**src/rtl/multicycle_controller_pkg.sv**
```systemverilog
// arm_ctrl_pkg: shared types and constants for the ARMv4 multicycle sequencer.
// Holds the state enum, ALUControl / ResultSrc / ALUSrcB encodings, the
// data-processing cmd codes, the condition-code values and a cmd-to-ALU helper.
package arm_ctrl_pkg;

    typedef enum logic [3:0] {
        S_FETCH    = 4'd0,
        S_DECODE   = 4'd1,
        S_MEMADR   = 4'd2,
        S_MEMREAD  = 4'd3,
        S_MEMWB    = 4'd4,
        S_MEMWRITE = 4'd5,
        S_EXECUTER = 4'd6,
        S_EXECUTEI = 4'd7,
        S_ALUWB    = 4'd8,
        S_BRANCH   = 4'd9
    } state_t;

    localparam logic [1:0] ALU_ADD = 2'b00;
    localparam logic [1:0] ALU_SUB = 2'b01;
    localparam logic [1:0] ALU_AND = 2'b10;
    localparam logic [1:0] ALU_ORR = 2'b11;

    localparam logic [1:0] RES_ALUOUT = 2'b00;
    localparam logic [1:0] RES_DATA   = 2'b01;
    localparam logic [1:0] RES_ALU    = 2'b10;

    localparam logic [1:0] SRCB_REG  = 2'b00;
    localparam logic [1:0] SRCB_IMM  = 2'b01;
    localparam logic [1:0] SRCB_FOUR = 2'b10;

    localparam logic [1:0] OP_DP  = 2'b00;
    localparam logic [1:0] OP_MEM = 2'b01;
    localparam logic [1:0] OP_BR  = 2'b10;

    localparam logic [3:0] CMD_AND = 4'b0000;
    localparam logic [3:0] CMD_SUB = 4'b0010;
    localparam logic [3:0] CMD_ADD = 4'b0100;
    localparam logic [3:0] CMD_ORR = 4'b1100;
    localparam logic [3:0] CMD_CMP = 4'b1010;

    localparam logic [3:0] COND_EQ = 4'b0000;
    localparam logic [3:0] COND_NE = 4'b0001;
    localparam logic [3:0] COND_CS = 4'b0010;
    localparam logic [3:0] COND_CC = 4'b0011;
    localparam logic [3:0] COND_MI = 4'b0100;
    localparam logic [3:0] COND_PL = 4'b0101;
    localparam logic [3:0] COND_VS = 4'b0110;
    localparam logic [3:0] COND_VC = 4'b0111;
    localparam logic [3:0] COND_HI = 4'b1000;
    localparam logic [3:0] COND_LS = 4'b1001;
    localparam logic [3:0] COND_GE = 4'b1010;
    localparam logic [3:0] COND_LT = 4'b1011;
    localparam logic [3:0] COND_GT = 4'b1100;
    localparam logic [3:0] COND_LE = 4'b1101;
    localparam logic [3:0] COND_AL = 4'b1110;
    localparam logic [3:0] COND_NV = 4'b1111;

    // Unknown cmd values fall back to ADD; CMP shares the SUB operation.
    function automatic logic [1:0] alu_ctrl_of(input logic [3:0] cmd);
        logic [1:0] ctl;
        case (cmd)
            CMD_ADD: ctl = ALU_ADD;
            CMD_SUB: ctl = ALU_SUB;
            CMD_CMP: ctl = ALU_SUB;
            CMD_AND: ctl = ALU_AND;
            CMD_ORR: ctl = ALU_ORR;
            default: ctl = ALU_ADD;
        endcase
        return ctl;
    endfunction

endpackage

```
**src/rtl/multicycle_controller_if.sv**
```systemverilog
// multicycle_controller_if: controller <-> datapath/memory bundle.
//   Instr[31:12], ALUFlags[3:0] {N,Z,C,V}, mem_ready  : datapath -> controller
//   PCWrite, RegWrite, MemWrite, IRWrite, AdrSrc, RegSrc, ImmSrc, ALUSrcA,
//   ALUSrcB, ResultSrc, ALUControl                    : controller -> datapath
// master = controller side, slave = datapath side.
interface multicycle_controller_if;
    logic [31:12] Instr;
    logic [3:0]   ALUFlags;
    logic         mem_ready;
    logic         PCWrite;
    logic         RegWrite;
    logic         MemWrite;
    logic         IRWrite;
    logic         AdrSrc;
    logic [1:0]   RegSrc;
    logic [1:0]   ImmSrc;
    logic         ALUSrcA;
    logic [1:0]   ALUSrcB;
    logic [1:0]   ResultSrc;
    logic [1:0]   ALUControl;

    modport master (
        input  Instr, ALUFlags, mem_ready,
        output PCWrite, RegWrite, MemWrite, IRWrite, AdrSrc, RegSrc, ImmSrc,
               ALUSrcA, ALUSrcB, ResultSrc, ALUControl
    );

    modport slave (
        output Instr, ALUFlags, mem_ready,
        input  PCWrite, RegWrite, MemWrite, IRWrite, AdrSrc, RegSrc, ImmSrc,
               ALUSrcA, ALUSrcB, ResultSrc, ALUControl
    );
endinterface

```
**src/rtl/multicycle_controller_cond_check.sv**
```systemverilog
// cond_check: combinational ARM condition evaluation.
//   cond[3:0]  : instruction condition field
//   flags[3:0] : {N,Z,C,V} from the flag register
//   cond_ex    : 1 when the instruction is allowed to write state
module cond_check
    import arm_ctrl_pkg::*;
(
    input  logic [3:0] cond,
    input  logic [3:0] flags,
    output logic       cond_ex
);
    logic n_s, z_s, c_s, v_s;
    assign {n_s, z_s, c_s, v_s} = flags;

    // Full ARM condition table; NV never executes.
    always_comb begin
        cond_ex = 1'b0;
        case (cond)
            COND_EQ: cond_ex = z_s;
            COND_NE: cond_ex = ~z_s;
            COND_CS: cond_ex = c_s;
            COND_CC: cond_ex = ~c_s;
            COND_MI: cond_ex = n_s;
            COND_PL: cond_ex = ~n_s;
            COND_VS: cond_ex = v_s;
            COND_VC: cond_ex = ~v_s;
            COND_HI: cond_ex = c_s & ~z_s;
            COND_LS: cond_ex = ~c_s | z_s;
            COND_GE: cond_ex = (n_s == v_s);
            COND_LT: cond_ex = (n_s != v_s);
            COND_GT: cond_ex = ~z_s & (n_s == v_s);
            COND_LE: cond_ex = z_s | (n_s != v_s);
            COND_AL: cond_ex = 1'b1;
            COND_NV: cond_ex = 1'b0;
            default: cond_ex = 1'b0;
        endcase
    end
endmodule

```
**src/rtl/multicycle_controller.sv**
```systemverilog
// multicycle_controller: registered sequencer for the multicycle ARMv4 core.
//   clk, rst : clock and synchronous active-high reset
//   bus      : multicycle_controller_if.master (instruction/flags/mem_ready in,
//              every datapath enable and mux select out)
// Holds the state register, the NZCV flag register and the latched condition
// outcome; outputs are decoded from registered state (IRWrite/PCWrite in FETCH
// additionally follow mem_ready). All outputs are forced to 0 while rst is high.
module multicycle_controller
    import arm_ctrl_pkg::*;
(
    input  logic                    clk,
    input  logic                    rst,
    multicycle_controller_if.master bus
);
    state_t     state_r;
    logic [3:0] flags_r;
    logic       cond_ex_r;
    logic       cond_ex_s;

    logic [1:0] op_s;
    logic [3:0] cmd_s;
    logic       ibit_s, sbit_s, ubit_s, is_cmp_s, rd15_s, cv_upd_s;
    logic [1:0] dp_alu_s;

    assign op_s     = bus.Instr[27:26];
    assign cmd_s    = bus.Instr[24:21];
    assign ibit_s   = bus.Instr[25];
    assign ubit_s   = bus.Instr[23];
    assign sbit_s   = bus.Instr[20];      // also the L bit for memory ops
    assign is_cmp_s = (cmd_s == CMD_CMP);
    assign rd15_s   = (bus.Instr[15:12] == 4'd15);
    assign dp_alu_s = alu_ctrl_of(cmd_s);
    // Logical ops leave C and V untouched.
    assign cv_upd_s = (dp_alu_s == ALU_ADD) || (dp_alu_s == ALU_SUB);

    cond_check u_cond (
        .cond    (bus.Instr[31:28]),
        .flags   (flags_r),
        .cond_ex (cond_ex_s)
    );

    // State, flag register and latched condition outcome.
    always_ff @(posedge clk) begin
        if (rst) begin
            state_r   <= S_FETCH;
            flags_r   <= 4'b0000;
            cond_ex_r <= 1'b0;
        end else begin
            case (state_r)
                S_FETCH:  if (bus.mem_ready) state_r <= S_DECODE;
                S_DECODE: begin
                    cond_ex_r <= cond_ex_s;
                    case (op_s)
                        OP_DP:   state_r <= ibit_s ? S_EXECUTEI : S_EXECUTER;
                        OP_MEM:  state_r <= S_MEMADR;
                        OP_BR:   state_r <= S_BRANCH;
                        default: state_r <= S_FETCH;
                    endcase
                end
                S_MEMADR:   state_r <= sbit_s ? S_MEMREAD : S_MEMWRITE;
                S_MEMREAD:  if (bus.mem_ready) state_r <= S_MEMWB;
                S_MEMWB:    state_r <= S_FETCH;
                // A suppressed store does not wait for memory.
                S_MEMWRITE: if (bus.mem_ready || !cond_ex_r) state_r <= S_FETCH;
                S_EXECUTER, S_EXECUTEI: begin
                    state_r <= S_ALUWB;
                    if (cond_ex_r && (sbit_s || is_cmp_s)) begin
                        flags_r[3:2] <= bus.ALUFlags[3:2];
                        if (cv_upd_s) flags_r[1:0] <= bus.ALUFlags[1:0];
                    end
                end
                S_ALUWB:  state_r <= S_FETCH;
                S_BRANCH: state_r <= S_FETCH;
                default:  state_r <= S_FETCH;
            endcase
        end
    end

    logic       pcw_s, rw_s, mw_s, irw_s, adr_s, srca_s;
    logic [1:0] regsrc_s, imm_s, srcb_s, res_s, alu_s;

    // Moore output decode; everything defaults to 0 and reset forces all 0.
    always_comb begin
        pcw_s    = 1'b0;
        rw_s     = 1'b0;
        mw_s     = 1'b0;
        irw_s    = 1'b0;
        adr_s    = 1'b0;
        srca_s   = 1'b0;
        regsrc_s = 2'b00;
        imm_s    = 2'b00;
        srcb_s   = SRCB_REG;
        res_s    = RES_ALUOUT;
        alu_s    = ALU_ADD;
        if (rst) begin
            imm_s = 2'b00;
        end else begin
            imm_s = op_s;
            case (state_r)
                S_FETCH: begin
                    srca_s = 1'b1;
                    srcb_s = SRCB_FOUR;
                    res_s  = RES_ALU;
                    irw_s  = bus.mem_ready;
                    pcw_s  = bus.mem_ready;
                end
                S_DECODE: begin
                    srca_s = 1'b1;
                    srcb_s = SRCB_FOUR;
                    res_s  = RES_ALU;
                end
                S_MEMADR: begin
                    srcb_s = SRCB_IMM;
                    alu_s  = ubit_s ? ALU_ADD : ALU_SUB;
                end
                S_MEMREAD: adr_s = 1'b1;
                S_MEMWB: begin
                    res_s = RES_DATA;
                    rw_s  = cond_ex_r;
                end
                S_MEMWRITE: begin
                    adr_s    = 1'b1;
                    regsrc_s = 2'b10;
                    mw_s     = cond_ex_r;
                end
                S_EXECUTER: alu_s = dp_alu_s;
                S_EXECUTEI: begin
                    srcb_s = SRCB_IMM;
                    alu_s  = dp_alu_s;
                end
                S_ALUWB: begin
                    rw_s  = cond_ex_r & ~is_cmp_s & ~rd15_s;
                    pcw_s = cond_ex_r & ~is_cmp_s & rd15_s;
                end
                S_BRANCH: begin
                    regsrc_s = 2'b01;
                    srcb_s   = SRCB_IMM;
                    res_s    = RES_ALU;
                    pcw_s    = cond_ex_r;
                end
                default: ;
            endcase
        end
    end

    assign bus.PCWrite    = pcw_s;
    assign bus.RegWrite   = rw_s;
    assign bus.MemWrite   = mw_s;
    assign bus.IRWrite    = irw_s;
    assign bus.AdrSrc     = adr_s;
    assign bus.RegSrc     = regsrc_s;
    assign bus.ImmSrc     = imm_s;
    assign bus.ALUSrcA    = srca_s;
    assign bus.ALUSrcB    = srcb_s;
    assign bus.ResultSrc  = res_s;
    assign bus.ALUControl = alu_s;
endmodule

```
**src/flat_wrapper.sv**
```systemverilog
// flat-port wrapper written by rule: the top's interface ports become plain ports
module multicycle_controller_flat import arm_ctrl_pkg::*;
  (clk, rst, bus_Instr, bus_ALUFlags, bus_mem_ready, bus_PCWrite, bus_RegWrite, bus_MemWrite, bus_IRWrite, bus_AdrSrc, bus_RegSrc, bus_ImmSrc, bus_ALUSrcA, bus_ALUSrcB, bus_ResultSrc, bus_ALUControl);
  multicycle_controller_if bus_i ();
  input  logic clk;
  input  logic rst;
  input wire logic [$bits(bus_i.Instr)-1:0] bus_Instr;
  input wire logic [$bits(bus_i.ALUFlags)-1:0] bus_ALUFlags;
  input wire logic [$bits(bus_i.mem_ready)-1:0] bus_mem_ready;
  output wire logic [$bits(bus_i.PCWrite)-1:0] bus_PCWrite;
  output wire logic [$bits(bus_i.RegWrite)-1:0] bus_RegWrite;
  output wire logic [$bits(bus_i.MemWrite)-1:0] bus_MemWrite;
  output wire logic [$bits(bus_i.IRWrite)-1:0] bus_IRWrite;
  output wire logic [$bits(bus_i.AdrSrc)-1:0] bus_AdrSrc;
  output wire logic [$bits(bus_i.RegSrc)-1:0] bus_RegSrc;
  output wire logic [$bits(bus_i.ImmSrc)-1:0] bus_ImmSrc;
  output wire logic [$bits(bus_i.ALUSrcA)-1:0] bus_ALUSrcA;
  output wire logic [$bits(bus_i.ALUSrcB)-1:0] bus_ALUSrcB;
  output wire logic [$bits(bus_i.ResultSrc)-1:0] bus_ResultSrc;
  output wire logic [$bits(bus_i.ALUControl)-1:0] bus_ALUControl;
  assign bus_i.Instr = bus_Instr;
  assign bus_i.ALUFlags = bus_ALUFlags;
  assign bus_i.mem_ready = bus_mem_ready;
  assign bus_PCWrite = bus_i.PCWrite;
  assign bus_RegWrite = bus_i.RegWrite;
  assign bus_MemWrite = bus_i.MemWrite;
  assign bus_IRWrite = bus_i.IRWrite;
  assign bus_AdrSrc = bus_i.AdrSrc;
  assign bus_RegSrc = bus_i.RegSrc;
  assign bus_ImmSrc = bus_i.ImmSrc;
  assign bus_ALUSrcA = bus_i.ALUSrcA;
  assign bus_ALUSrcB = bus_i.ALUSrcB;
  assign bus_ResultSrc = bus_i.ResultSrc;
  assign bus_ALUControl = bus_i.ALUControl;
  multicycle_controller u_core (.clk(clk), .rst(rst), .bus(bus_i));
endmodule
```
**config.mk**
```make
export PLATFORM = sky130hd
export DESIGN_NAME = multicycle_controller_flat
export DESIGN_NICKNAME = d
export VERILOG_FILES = /design/src/rtl/multicycle_controller_pkg.sv /design/src/rtl/multicycle_controller_if.sv /design/src/rtl/multicycle_controller_cond_check.sv /design/src/rtl/multicycle_controller.sv /design/src/flat_wrapper.sv
export SDC_FILE = /design/constraint.sdc
export NUM_CORES = 1
export LEC_CHECK = 0
export CAP_MARGIN = 20
export CORE_MARGIN = 4
export CORE_UTILIZATION = 43
export DETAILED_ROUTE_END_ITERATION = 7
export PLACE_DENSITY = 0.84
export SLEW_MARGIN = 10
export SYNTH_ARGS = -nofsm -noshare
export SYNTH_HDL_FRONTEND = slang
export SYNTH_SLANG_ARGS = --single-unit
export TNS_END_PERCENT = 5
```
**constraint.sdc**
```tcl
create_clock -name clk -period 3.01 [get_ports clk]
set_clock_uncertainty 0.05 [all_clocks]
set_input_delay 0.301 -clock clk [delete_from_list [all_inputs] [get_ports clk]]
set_output_delay 0.301 -clock clk [all_outputs]
set_load 0.02 [all_outputs]
```
# After elaboration in Yosys (flattened, before gate mapping)
# Cells that the tools add are included.
dict set report totals {
  input_bits 27
  register_bits 9
}
dict set report classes {
  n_eq_ne 36
  bitwise_logic 13
  n_mux 31
  n_reduce_logical 19
}
# cell n
set op_table {}
lappend op_table {{equality test 4 bit, second input constant} 13}
lappend op_table {{equality test 4 x 3 -> 1 bit, second input constant} 8}
lappend op_table {{case mux 4 bit (6 select lines)} 1}
lappend op_table {{equality test 4 x 2 -> 1 bit, second input constant} 5}
lappend op_table {{case mux 1 bit (16 select lines)} 1}
lappend op_table {{case mux 2 bit (2 select lines)} 4}
lappend op_table {{zero test 4 bit} 3}
lappend op_table {{2-to-1 mux 1 bit} 12}
lappend op_table {{2-to-1 mux 4 bit} 3}
lappend op_table {{case mux 4 bit (3 select lines)} 1}
lappend op_table {{2-to-1 mux 2 bit} 5}
lappend op_table {{equality test 4 x 1 -> 1 bit, second input constant} 2}
lappend op_table {{OR reduction 2 bit} 4}
lappend op_table {{inverter 1 bit} 6}
lappend op_table {{case mux 2 bit (3 select lines)} 1}
lappend op_table {{AND reduction 3 bit} 2}
lappend op_table {{OR reduction 3 bit} 2}
lappend op_table {{AND 1 bit} 5}
lappend op_table {{equality test 2 x 1 -> 1 bit, second input constant} 2}
lappend op_table {{zero test 2 bit} 2}
lappend op_table {{inequality test 2 bit, second input constant} 2}
lappend op_table {{logical OR 1 bit} 3}
lappend op_table {{2-to-1 mux 3 bit} 1}
lappend op_table {{case mux 1 bit (3 select lines)} 1}
lappend op_table {{other kinds (9)} 10}

# Longest topological paths before layout
dict set report depth {
  depth_word 6
  mapped_depth 5
}

# Hierarchy
# A second synthesis with hierarchy kept.
dict set report unflattened {
  cells_unflattened 128
  hier_area_um2 988.4
}
# module area_each_um2 n_inst cells_per_inst
set modules_own_cells {}
lappend modules_own_cells {multicycle_controller 833.3 1 105}
lappend modules_own_cells {cond_check 155.1 1 23}

# Worst setup path after synthesis
# No wires, ideal clock.
dict set report synth_timing {
  path_kind {register -> output}
  startpoint {register u_core.state_r[3]}
  endpoint {output bus_ResultSrc[1]}
  arrival_time_ps 1656
  setup_slack_ps 1003
  path_buffers 1
  path_stages_with_launch 4
  cell_sequence {dfxtp_1 > clkbuf_1 > nor4_1 > or2_2}
}
dict set report synth_via {
  elab_chain_cells 4
}
# element line_no
set synth_lines {}
lappend synth_lines {{start, declared} multicycle_controller.sv:15} ;# state_t state_r;
lappend synth_lines {{start signal, assigned} multicycle_controller.sv:54} ;# OP_DP: state_r <= ibit_s ? S_EXECUTEI : S_EXECUTER;
lappend synth_lines {{start signal, assigned} multicycle_controller.sv:60} ;# S_MEMADR: state_r <= sbit_s ? S_MEMREAD : S_MEMWRITE;
lappend synth_lines {{equality test 4 x 1 -> 1 bit (tied with other cells)} multicycle_controller.sv:99} ;# case (state_r)
lappend synth_lines {{OR reduction 3 bit (no line)} n/a}
lappend synth_lines {{case mux 2 bit (2 select lines) (*)} multicycle_controller.sv:99}
lappend synth_lines {{2-to-1 mux 2 bit (*)} multicycle_controller.sv:95} ;# if (rst) begin
lappend synth_lines {{end, declared} flat_wrapper.sv:19} ;# output wire logic [$bits(bus_i.ResultSrc)-1:0] bus_ResultSrc;
# Every way passes the cells marked *; elsewhere a longest branch is shown, timed or not.

# Final worst setup path
dict set report layout_timing {
  startpoint {input bus_Instr[11]}
  endpoint {output bus_RegWrite}
}
dict set report layout_via {
  elab_chain_cells 6
}
# element line_no
set layout_lines {}
lappend layout_lines {{start, declared} flat_wrapper.sv:7} ;# input wire logic [$bits(bus_i.Instr)-1:0] bus_Instr;
lappend layout_lines {{equality test 4 bit} multicycle_controller.sv:30} ;# assign is_cmp_s = (cmd_s == CMD_CMP);
lappend layout_lines {{inverter 1 bit} multicycle_controller.sv:132} ;# rw_s = cond_ex_r & ~is_cmp_s & ~rd15_s;
lappend layout_lines {{AND 1 bit (2 in a row)} multicycle_controller.sv:132}
lappend layout_lines {{case mux 1 bit (2 select lines)} multicycle_controller.sv:99}
lappend layout_lines {{2-to-1 mux 1 bit} multicycle_controller.sv:95}
lappend layout_lines {{end, declared} flat_wrapper.sv:11} ;# output wire logic [$bits(bus_i.RegWrite)-1:0] bus_RegWrite;
# No other way between the ends.

==> parameters.txt <==
Parameter                              Value

Yosys
  Yosys warning count ... 0
  Post-synth EDFFs ... 0
  Most instantiated cells after synthesis ... nor2_1 (15), dfxtp_1 (9), mux2i_1 (8), nand2_1 (6), nor2b_1 (6)
  Unique cell type count in the Yosys netlist ... 43
  Combined area of all synthesized cells ... 868 sq um
  Syn Nets ... 140
  Cell types with the largest area share after synthesis ... dfxtp_1 (21%), mux2i_1 (9.2%), nor2_1 (6.5%)
  Synthesized flop and latch total ... 9
  Share of the yosys chip area belonging to registers ... 20.7%
  Count leader, synth ... nor2_1
  Cell count after synthesis ... 113
  Proportion of netlist area held by the largest area contributor ... 20.7%
  Synth area leader ... dfxtp_1
  Average cell area after synthesis ... 7.68 sq um
  Post-synth ARST share ... 0%
  Primary FF master, synth ... dfxtp_1

STA
  Setup total negative slack ... 0 ps
  Hold Fails Final Rpt ... 0
  Final setup violation count ... 0
  RSZ-0062 raised after global routing ... no
  Worst slew margin relative to its limit ... 64.1%
  Post-layout min period ... 2790 ps
  Fin crit share ... 92.5%
  Actual transition at the worst max-transition pin ... 537 ps
  Final Worst Setup Slack ... 224 ps
  Max Fclk ... 359 MHz
  Number of max-slew violations in the final report ... 0

Die
  Chip Width ... 52.9 um
  Total I/O pin count ... 43
  Placement Rows ... 15
  Area of the core ... 1820 sq um
  Initial cell density of the core ... 47.7%
  Area of the die ... 2800 sq um
  Die boundary height ... 52.9 um

GRT
  Initial antenna violation count ... 0
  Number of global-route vias before repair ... 922
  Maximum number of pins on one net before global-route repair ... 17
  First-pass GRT wire length ... 4.02 mm
  Sum of overflow across all layers after global routing ... 0
  Overall routing resource usage ... 19.0%

Clock network
  Clk slew on worst S/H paths ... 60 ps
  Number of buffers created by CTS ... 3
  Total of hold buffers inserted after clock tree synthesis ... 0
  H-tree lvl count ... 1
  Clock tree from TritonCTS ... built
  CTS Sinks ... 9
  Setup Fix Bufs, Post-CTS ... 0
  Clk root buf ... clkbuf_4
  # resized after CTS ... 0
  Clock latency on the worst-skew pair ... 260 ps
  Max clock buf depth ... 2

Detailed routing
  Vias per cell ... 5.63
  First-pass iteration count of the detailed router ... 4
  Total number of vias ... 985
  DRC violation count after routing ... 0
  Routed Antenna Nets ... 0
  1st-iter DRT viols ... 29
  Routed WL ... 2.45 mm
  Average wire per standard cell ... 14.0 um

Critical path
  Crit path capture type ... primary output
  Crit path cell chain ... clkdlybuf4s50_1, and4bb_2, nor4b_1, a21oi_1, nor4bb_1, clkdlybuf4s50_1
  Source of the critical timing path ... bus_Instr[11]
  Maximum single-stage delay on the critical path ... 650 ps
  Reg-to-reg slack, setup ... 1300 ps
  Startpoint types ... input pin
  Critical R2R Capture ... u_core.state_r[2]$_SDFFE_PP0P_
  Worst-path fanout max ... 5
  Master of the slowest instance on the critical path ... clkdlybuf4s50_1
  Worst R2R Start ... u_core.state_r[1]$_SDFFE_PP0P_
  Reg2reg path depth ... 4
  Crit path top cell by count ... clkdlybuf4s50_1
  Critical Path End ... bus_RegWrite
  Classification of the worst setup path ... in2out
  Endpoint arrival time on the critical path ... 2430 ps
  Endpoint required time on the critical path ... 2660 ps

Final layout
  Diode count ... 0
  Synth-to-layout area growth ... 48.3%
  Layout cell share with drive strength beyond 1 ... 10.0%
  Final Util ... 70.7%
  Number of nets in the final layout ... 178
  Finished layout cell area ... 1290 sq um
  Storage cell area ... 180 sq um
  Multi-input gate area in the final layout ... 632 sq um
  Count of placed standard cells in the final layout, fillers left out ... 175
  Fill cell instance count of the final layout ... 153

Pwr
  Internal ... 0.000261 W
  Net switching power figure ... 0.000133 W
  Worst supply voltage drop on vdd ... 0.000212 V
  Sw frac ... 33.7%
  Portion of total power attributed to sequential cells ... 36.3%
  Portion of total power attributed to the clock network ... 23.6%
  Static leakage power ... 0.491 nW
  Cell area power density ... 306 nW/um^2
  Part of the power in combinational logic ... 40.1%

Placed design
  RePlAce Congestion ... 0.808
  Post-detailed-placement half-perimeter wirelength ... 1.93 mm
  Post-Place Cells ... 171
  Cell area reported after detailed placement ... 1260 sq um
  Count of input and output buffers ... 38
  Pre-CTS setup slack ... 250 ps

Job
  Reported max-cap violation count ... 0

Worst hold path
  Hold wc startpoint ... u_core.flags_r[3]$_SDFFE_PP0P_
  Tightest Hold Check Type ... reg2reg

Status
  Run status ... finished, final reports clean
==> critical path, delay by kind of cell <==
kind | cells | cell delay, ps
buffers and inverters | 2 | 1200
and+or+nand+nor | 3 | 850
AOI/OAI and AO/OA | 1 | 80
==> power groups by stage <==
stage / logic, W / registers, W / clock network [W]
2_1_floorplan: 0.000101 / 0.000133 / 0
3_3_place_gp: 0.000153 / 0.000144 / 0
3_5_place_dp: 0.000157 / 0.000145 / 0
4_1_cts: 0.000158 / 0.000142 / 0.0000959
5_1_grt: 0.000170 / 0.000145 / 0.000104
6_report: 0.000158 / 0.000143 / 0.0000931
==> state kept, by name (all words and copies together) (netlist names) <==
register	flops
u_core.flags_r	4
u_core.state_r	4
u_core.cond_ex_r	1
==> routing by layer <==
metal,track usage [%],routed length [um]
met1,24.7,1040
met4,5.11,17
met2,32.4,1270
met3,2.54,123
met5,0,0
==> worst min-delay path by stage <==
stage	end	depth (start not counted)
2_1_floorplan	u_core.state_r[3]$_SDFFE_PP0P_	2
3_3_place_gp	u_core.flags_r[3]$_SDFFE_PP0P_	2
3_5_place_dp	u_core.flags_r[3]$_SDFFE_PP0P_	2
4_1_cts	u_core.flags_r[2]$_SDFFE_PP0P_	2
5_1_grt	u_core.flags_r[0]$_SDFFE_PP0P_	2
6_report	u_core.flags_r[3]$_SDFFE_PP0P_	2
==> final cells by class <==
cell class / count / area share [%]
clock buffers: 4 / 2.04
inverters: 4 / 1.17
multi-input cells: 92 / 49.1
flip-flops and latches: 9 / 14.0
well taps: 25 / 2.43
repair buffers: 41 / 31.3
==> kinds of logic after synthesis <==
kind of cell	count (synthesis)	synth area share, %
compound gates	22	19.9
xor+xnor	6	6.05
buf+inv	12	6.48
flops	9	20.7
mux	8	9.22
simple gates	56	37.6
==> layout by cell type, fill, tap and decap left out, drive strengths merged, types with 2 or more instances in the layout <==
cell           count
xnor2              5
nor2              15
o21bai             2
o221ai             2
nand4              2
nor4               3
inv                4
buf                3
o21ai              2
dfxtp              9
or2                4
nand3b             4
mux2i              8
nor2b              6
nor3b              2
clkbuf             4
clkdlybuf4s50     38
nand2              6
a21oi              5
nor3               5
==> metrics by stage <==
stage	power [W]	hold WS [ps]
global placement	0.000297	480
finish	0.000394	509
CTS	0.000396	513
floorplan	0.000234	391
global route	0.000419	565
detailed placement	0.000302	503
No activity file was read; power rests on OpenSTA's default activity.
